[config.mk]
export PLATFORM = sky130hd
export DESIGN_NAME = pool_line_buffer
export DESIGN_NICKNAME = d
export VERILOG_FILES = /design/src/rtl/pool_line_buffer.sv
export SDC_FILE = /design/constraint.sdc
export NUM_CORES = 1
export LEC_CHECK = 0
export ABC_AREA = 1
export CAP_MARGIN = 20
export CORE_MARGIN = 3
export CORE_UTILIZATION = 30
export CTS_CLUSTER_DIAMETER = 30
export DETAILED_ROUTE_END_ITERATION = 7
export GPL_ROUTABILITY_DRIVEN = 0
export PLACE_DENSITY_LB_ADDON = 0.15
export REMOVE_ABC_BUFFERS = 1
export SKIP_LAST_GASP = 1
export SLEW_MARGIN = 0
export SYNTH_ARGS = -nofsm -noshare
export SYNTH_HDL_FRONTEND = slang
export SYNTH_SLANG_ARGS = --single-unit
[constraint.sdc]
create_clock -name clk -period 12.4 [get_ports clk]
set_clock_uncertainty 0.05 [all_clocks]
set_input_delay 3.72 -clock clk [delete_from_list [all_inputs] [get_ports clk]]
set_output_delay 3.72 -clock clk [all_outputs]
set_load 0.03 [all_outputs]
[src/rtl/pool_line_buffer.sv]
// pool_line_buffer
//   Streaming window generator for the pooling stage. Pixels arrive in raster
//   order, one per cycle, with Pin channels packed side by side. The block
//   buffers Kh-1 complete rows and a Kh x Kw sliding window. At every
//   stride-aligned window position it emits the whole window together with a
//   one-cycle strobe. There is no backpressure.
//
// Ports
//   clk            system clock
//   rst            asynchronous, active-high reset
//   in_valid       pixel beat valid; when low, all state is frozen
//   in_data        pixel; channel g at [g*BIT_WIDTH +: BIT_WIDTH]
//   pool_array_en  one-cycle strobe, one cycle after the beat that completes a window
//   pool_data      window; channel g, element i=r*Kw+c at
//                  [(g*Kh*Kw+i)*BIT_WIDTH +: BIT_WIDTH]. r=0 is the oldest row,
//                  c=0 is the oldest column. Held between strobes.
//   frame_done     one-cycle pulse after the last pixel of a frame is accepted
module pool_line_buffer #(
    parameter int Kh        = 3,
    parameter int Kw        = 3,
    parameter int Pin       = 2,
    parameter int BIT_WIDTH = 8,
    parameter int IMG_W     = 16,
    parameter int IMG_H     = 16,
    parameter int STRIDE    = 2
) (
    input  logic                            clk,
    input  logic                            rst,
    input  logic                            in_valid,
    input  logic [Pin*BIT_WIDTH-1:0]        in_data,
    output logic                            pool_array_en,
    output logic [Pin*Kh*Kw*BIT_WIDTH-1:0]  pool_data,
    output logic                            frame_done
);

    localparam int DW  = Pin * BIT_WIDTH;
    localparam int PDW = Pin * Kh * Kw * BIT_WIDTH;
    localparam int CW  = (IMG_W  > 1) ? $clog2(IMG_W)  : 1;
    localparam int RW  = (IMG_H  > 1) ? $clog2(IMG_H)  : 1;
    localparam int PW  = (STRIDE > 1) ? $clog2(STRIDE) : 1;

    localparam logic [CW-1:0] COL_LAST  = CW'(IMG_W - 1);
    localparam logic [CW-1:0] COL_FIRST = CW'(Kw - 1);
    localparam logic [RW-1:0] ROW_LAST  = RW'(IMG_H - 1);
    localparam logic [RW-1:0] ROW_FIRST = RW'(Kh - 1);
    localparam logic [PW-1:0] PH_LAST   = PW'(STRIDE - 1);

    logic [CW-1:0] col;
    logic [RW-1:0] row;
    // Stride phases. Each phase is 0 at the first position that can complete a
    // window, and it advances modulo STRIDE from there. Each phase is forced
    // to 0 before that position, so no divider is needed.
    logic [PW-1:0] col_ph;
    logic [PW-1:0] row_ph;

    logic col_end;
    logic row_end;
    logic win_ok;

    logic [Kh-1:0][DW-1:0]         column;   // r=0 oldest row, r=Kh-1 = in_data
    logic [Kh-1:0][Kw-1:0][DW-1:0] win;
    logic [Kh-1:0][Kw-1:0][DW-1:0] win_nxt;
    logic [PDW-1:0]                pd_nxt;

    assign col_end = (col == COL_LAST);
    assign row_end = (row == ROW_LAST);
    // Row and column gating alone keep windows from straddling a row wrap or
    // a frame boundary. Stale buffer contents therefore never reach the output.
    assign win_ok  = (row >= ROW_FIRST) && (col >= COL_FIRST) &&
                     (row_ph == '0) && (col_ph == '0);

    // ------------------------------------------------------------------
    // Position and stride-phase counters
    // ------------------------------------------------------------------
    always_ff @(posedge clk or posedge rst) begin
        if (rst) begin
            col    <= '0;
            row    <= '0;
            col_ph <= '0;
            row_ph <= '0;
        end else if (in_valid) begin
            if (col_end) begin
                col    <= '0;
                col_ph <= '0;
                if (row_end) begin
                    row    <= '0;
                    row_ph <= '0;
                end else begin
                    row    <= row + RW'(1);
                    if (row >= ROW_FIRST)
                        row_ph <= (row_ph == PH_LAST) ? '0 : row_ph + PW'(1);
                    else
                        row_ph <= '0;
                end
            end else begin
                col <= col + CW'(1);
                if (col >= COL_FIRST)
                    col_ph <= (col_ph == PH_LAST) ? '0 : col_ph + PW'(1);
                else
                    col_ph <= '0;
            end
        end
    end

    // ------------------------------------------------------------------
    // Row buffers: Kh-1 rows, indexed by column. Reading at col gives the
    // pixels directly above the incoming one, so the buffers plus in_data
    // form one Kh-tall column. On write, each row moves up by one at col.
    // ------------------------------------------------------------------
    generate
        if (Kh > 1) begin : g_rows
            logic [DW-1:0] rb [Kh-1][IMG_W];

            always_comb begin
                column = '0;
                for (int k = 0; k < Kh - 1; k++)
                    column[k] = rb[k][col];
                column[Kh-1] = in_data;
            end

            always_ff @(posedge clk) begin
                if (in_valid) begin
                    for (int k = 0; k < Kh - 2; k++)
                        rb[k][col] <= rb[k+1][col];
                    rb[Kh-2][col] <= in_data;
                end
            end
        end else begin : g_norows
            assign column = in_data;
        end
    endgenerate

    // ------------------------------------------------------------------
    // Window shift. The new column enters at c=Kw-1 and older columns move
    // toward c=0. The output is taken from win_nxt so that the strobe
    // carries the window that includes the completing pixel.
    // ------------------------------------------------------------------
    generate
        for (genvar gr = 0; gr < Kh; gr++) begin : g_wr
            for (genvar gc = 0; gc < Kw; gc++) begin : g_wc
                if (gc < Kw - 1) begin : g_shift
                    assign win_nxt[gr][gc] = win[gr][gc+1];
                end else begin : g_load
                    assign win_nxt[gr][gc] = column[gr];
                end
                for (genvar gg = 0; gg < Pin; gg++) begin : g_ch
                    assign pd_nxt[((gg*Kh + gr)*Kw + gc)*BIT_WIDTH +: BIT_WIDTH] =
                        win_nxt[gr][gc][gg*BIT_WIDTH +: BIT_WIDTH];
                end
            end
        end
    endgenerate

    always_ff @(posedge clk or posedge rst) begin
        if (rst) begin
            win           <= '0;
            pool_data     <= '0;
            pool_array_en <= 1'b0;
            frame_done    <= 1'b0;
        end else begin
            pool_array_en <= in_valid && win_ok;
            frame_done    <= in_valid && col_end && row_end;
            if (in_valid) begin
                win <= win_nxt;
                if (win_ok)
                    pool_data <= pd_nxt;
            end
        end
    end

endmodule

==> flow_summary.json <==
{
  "cts_tree": "built",
  "finalNonFillerCells": 5040,
  "worst_pin_slew_ps": 975,
  "io_pins": 165,
  "worstReg2RegStart": "col[1]",
  "drc": 0,
  "total_power_w": 0.0119,
  "die_area_um2": 110000,
  "status": "finished clean",
  "vias_per_cell": 4.30,
  "grt_pass1_vias": 21800,
  "drt-pass1-iter-count": 5,
  "ff2ff_path_depth": 6,
  "cp_max_fo": 90,
  "final_util": 0.399,
  "numCtsBuffers": 193,
  "grtUsageTotal": 0.160,
  "worstSetupStartpointType": "input pin",
  "post_cts_resized": 0,
  "worst_r2r_endpoint": "g_rows.rb[0][301]",
  "slowest_stage": "buf_4",
  "yosysSeqAreaShare": 0.684,
  "synth_cell_types": 20,
  "syn_inst": 3244,
  "slew_viol_final": 0,
  "cp-startpoint": "in_valid",
  "min_path_type": "reg -> reg",
  "slew_headroom": 0.350,
  "grt.overflow.total": 0,
  "multi_input_area_um2": 7560,
  "fill_cells": 10200,
  "rows": 118,
  "arrival_ps": 6280,
  "synth_top_cell_by_area": "edfxtp_1",
  "yosysMostFrequentCell": "nand2_1",
  "synth_warnings": 0,
  "cp_common_cell": "buf_4",
  "synth-xor-area-share": 0.000553,
  "hold_buffers": 0,
  "synth-edff-count": 512,
  "clk_pin_slew_ps": 40,
  "avgSynthCellArea_um2": 9.77,
  "die_y_um": 331,
  "h-tree-depth": 4,
  "power_leakage_nw": 19.0,
  "synth_flop_cell": "edfxtp_1",
  "rsz0062_at_grt": "no",
  "synth_area_leaders": "edfxtp_1, dfrtp_1, nand2_1",
  "endpoint": "pool_data[94]",
  "post-route-period-util": 0.457,
  "antenna_left": 0,
  "synth-compound-area-share": 0.0295,
  "drv_cap": 0,
  "regArea_um2": 21700,
  "crit_path_cell_trace": "buf_6, inv_2, nor3_4, buf_4, buf_4, o21ai_0, nand2_1",
  "synth_area_um2": 31700,
  "synth_top_family_by_area": "simple AND/OR/NAND/NOR gates",
  "final_net_count": 3515,
  "critPathMaxStageDelay_ps": 780,
  "yosys-top-cells-count": "nand2_1, inv_1, edfxtp_1",
  "clockBufferDepth": 3,
  "p_per_area_nw_per_um2": 286,
  "place_inst": 4675,
  "grt_max_degree": 146,
  "min_period_ps": 5660,
  "required_ps": 13020,
  "async_reset_ff_frac": 0.330,
  "routed_wl_um": 86200,
  "antenna_found_initial": 1,
  "wl_per_cell_um": 17.1,
  "max_freq_mhz": 177,
  "ir_drop_v": 0.000137,
  "synth.area.mux_share": 0,
  "vias": 21700,
  "end_kind": "register",
  "initial_core_util": 0.304,
  "drive_gt1_frac": 0.104,
  "synth_seq_cells": 764,
  "die_w_um": 331,
  "setup_violations": 0,
  "clock_latency_ps": 750,
  "worst-r2r-setup-slack_ps": 8530,
  "core-area_um2": 104000,
  "grt_pass1_wl_um": 132000,
  "yosysTopAreaCellShare": 0.485,
  "synth_adder_area_share": 0.00237,
  "area_delta_synth_final_pct": 31.2,
  "port_buffers": 164,
  "drt_iter0_drc": 1208,
  "path_class": "in -> reg",
  "clock-sinks": 764,
  "hold_viol": 0,
  "dpl.hpwl_um": 42200,
  "synthSimpleGateAreaFrac": 0.202,
  "post_cts_buffers": 0,
  "root_buffer": "clkbuf_16"
}
worst min path at each step:
stage / start / endpoint / slack [ps] / depth (start not counted)
finish: pool_data[109] / pool_data[109] / 410 / 2
global route: pool_data[8] / pool_data[8] / 440 / 2
CTS: pool_data[39] / pool_data[39] / 420 / 2
detailed placement: pool_data[39] / pool_data[39] / 410 / 2
global placement: pd_nxt[1] / pd_nxt[1] / 410 / 2
floorplan: pd_nxt[0] / pd_nxt[0] / 390 / 2
cell families after synthesis:
family,count (synthesis)
compound gates,186
xor+xnor,2
fa+ha+maj,6
buf+inv,673
flops,764
simple gates,1613
cell usage in the layout, fill, tap and decap left out, types with 2 or more instances in the layout:
cell type        netlist  routed
nand2_1             1346    1346
inv_16                 0       3
clkbuf_1              92      23
a21oi_1                4       4
o22ai_1                2       2
inv_2                  3       3
inv_1                518     516
inv_6                  0       6
nor2_1                23       4
clkinv_4               0       5
clkbuf_8               0      13
clkinv_16              0       4
buf_4                  0      35
nand3_1              226     226
clkdlybuf4s50_1        0     163
inv_8                  0       3
buf_12                 0       2
clkinv_2               0      43
bufinv_16              0      27
nor2_4                 0      19
clkinv_1               2      29
ha_1                   6       6
o21ai_0              124     124
dfrtp_1              252     250
clkinvlp_4             0      16
clkbuf_16              0     194
edfxtp_1             512     512
o21ai_1               56      56
dfrtp_4                0       2
nand4_1               17      17
metal layers:
layer / up-vias / GRT usage / wire, um
met1: 10300 / 0.212 / 40200
met3: 145 / 0.0335 / 3950
li1: 10800 / - / -
met4: 0 / 0.0537 / 1700
met5: - / 0 / 0
met2: 448 / 0.261 / 40400
sequential cells by signal, summed over array words and instances (netlist names):
signal         flops
pool_data        144
col_ph             1
pool_array_en      1
row                4
g_rows.rb        512
frame_done         1
col                4
row_ph             1
pd_nxt            96
worst max-delay path, delay by kind of cell:
kind            cells  cell delay (ps)
compound gates      1              250
buf+inv             4             1760
simple gates        2              430
where the power goes:
part | leakage, nW | switching (W) | internal [W]
clock network | 3.24 | 0.00155 | 0.00348
logic | 7.97 | 0.00219 | 0.000875
registers | 7.82 | 0.000271 | 0.00353
stage by stage:
| stage | hold slack, ps | instance area, um2 | setup TNS (ps) | worst slack (ps) |
|---|---|---|---|---|
| floorplan | 392 | 31100 | -154540 | -1100 |
| global placement | 407 | 34900 | 0 | 5950 |
| detailed placement | 408 | 34900 | 0 | 5850 |
| CTS | 419 | 41600 | 0 | 6630 |
| global route | 439 | 41600 | 0 | 6460 |
| finish | 413 | 41600 | 0 | 6740 |
final cells by class:
type                            count  share of cell area
Clock buffer                      230               0.123
Tap cell                         1380              0.0415
Multi-Input combinational cell   1807               0.182
Clock inverter                    134              0.0372
Inverter                          523              0.0478
Timing Repair Buffer              201              0.0468
Sequential cell                   764               0.522
Antenna cell                        1           0.0000602
Note: power is estimated with default switching activity, not from simulation.
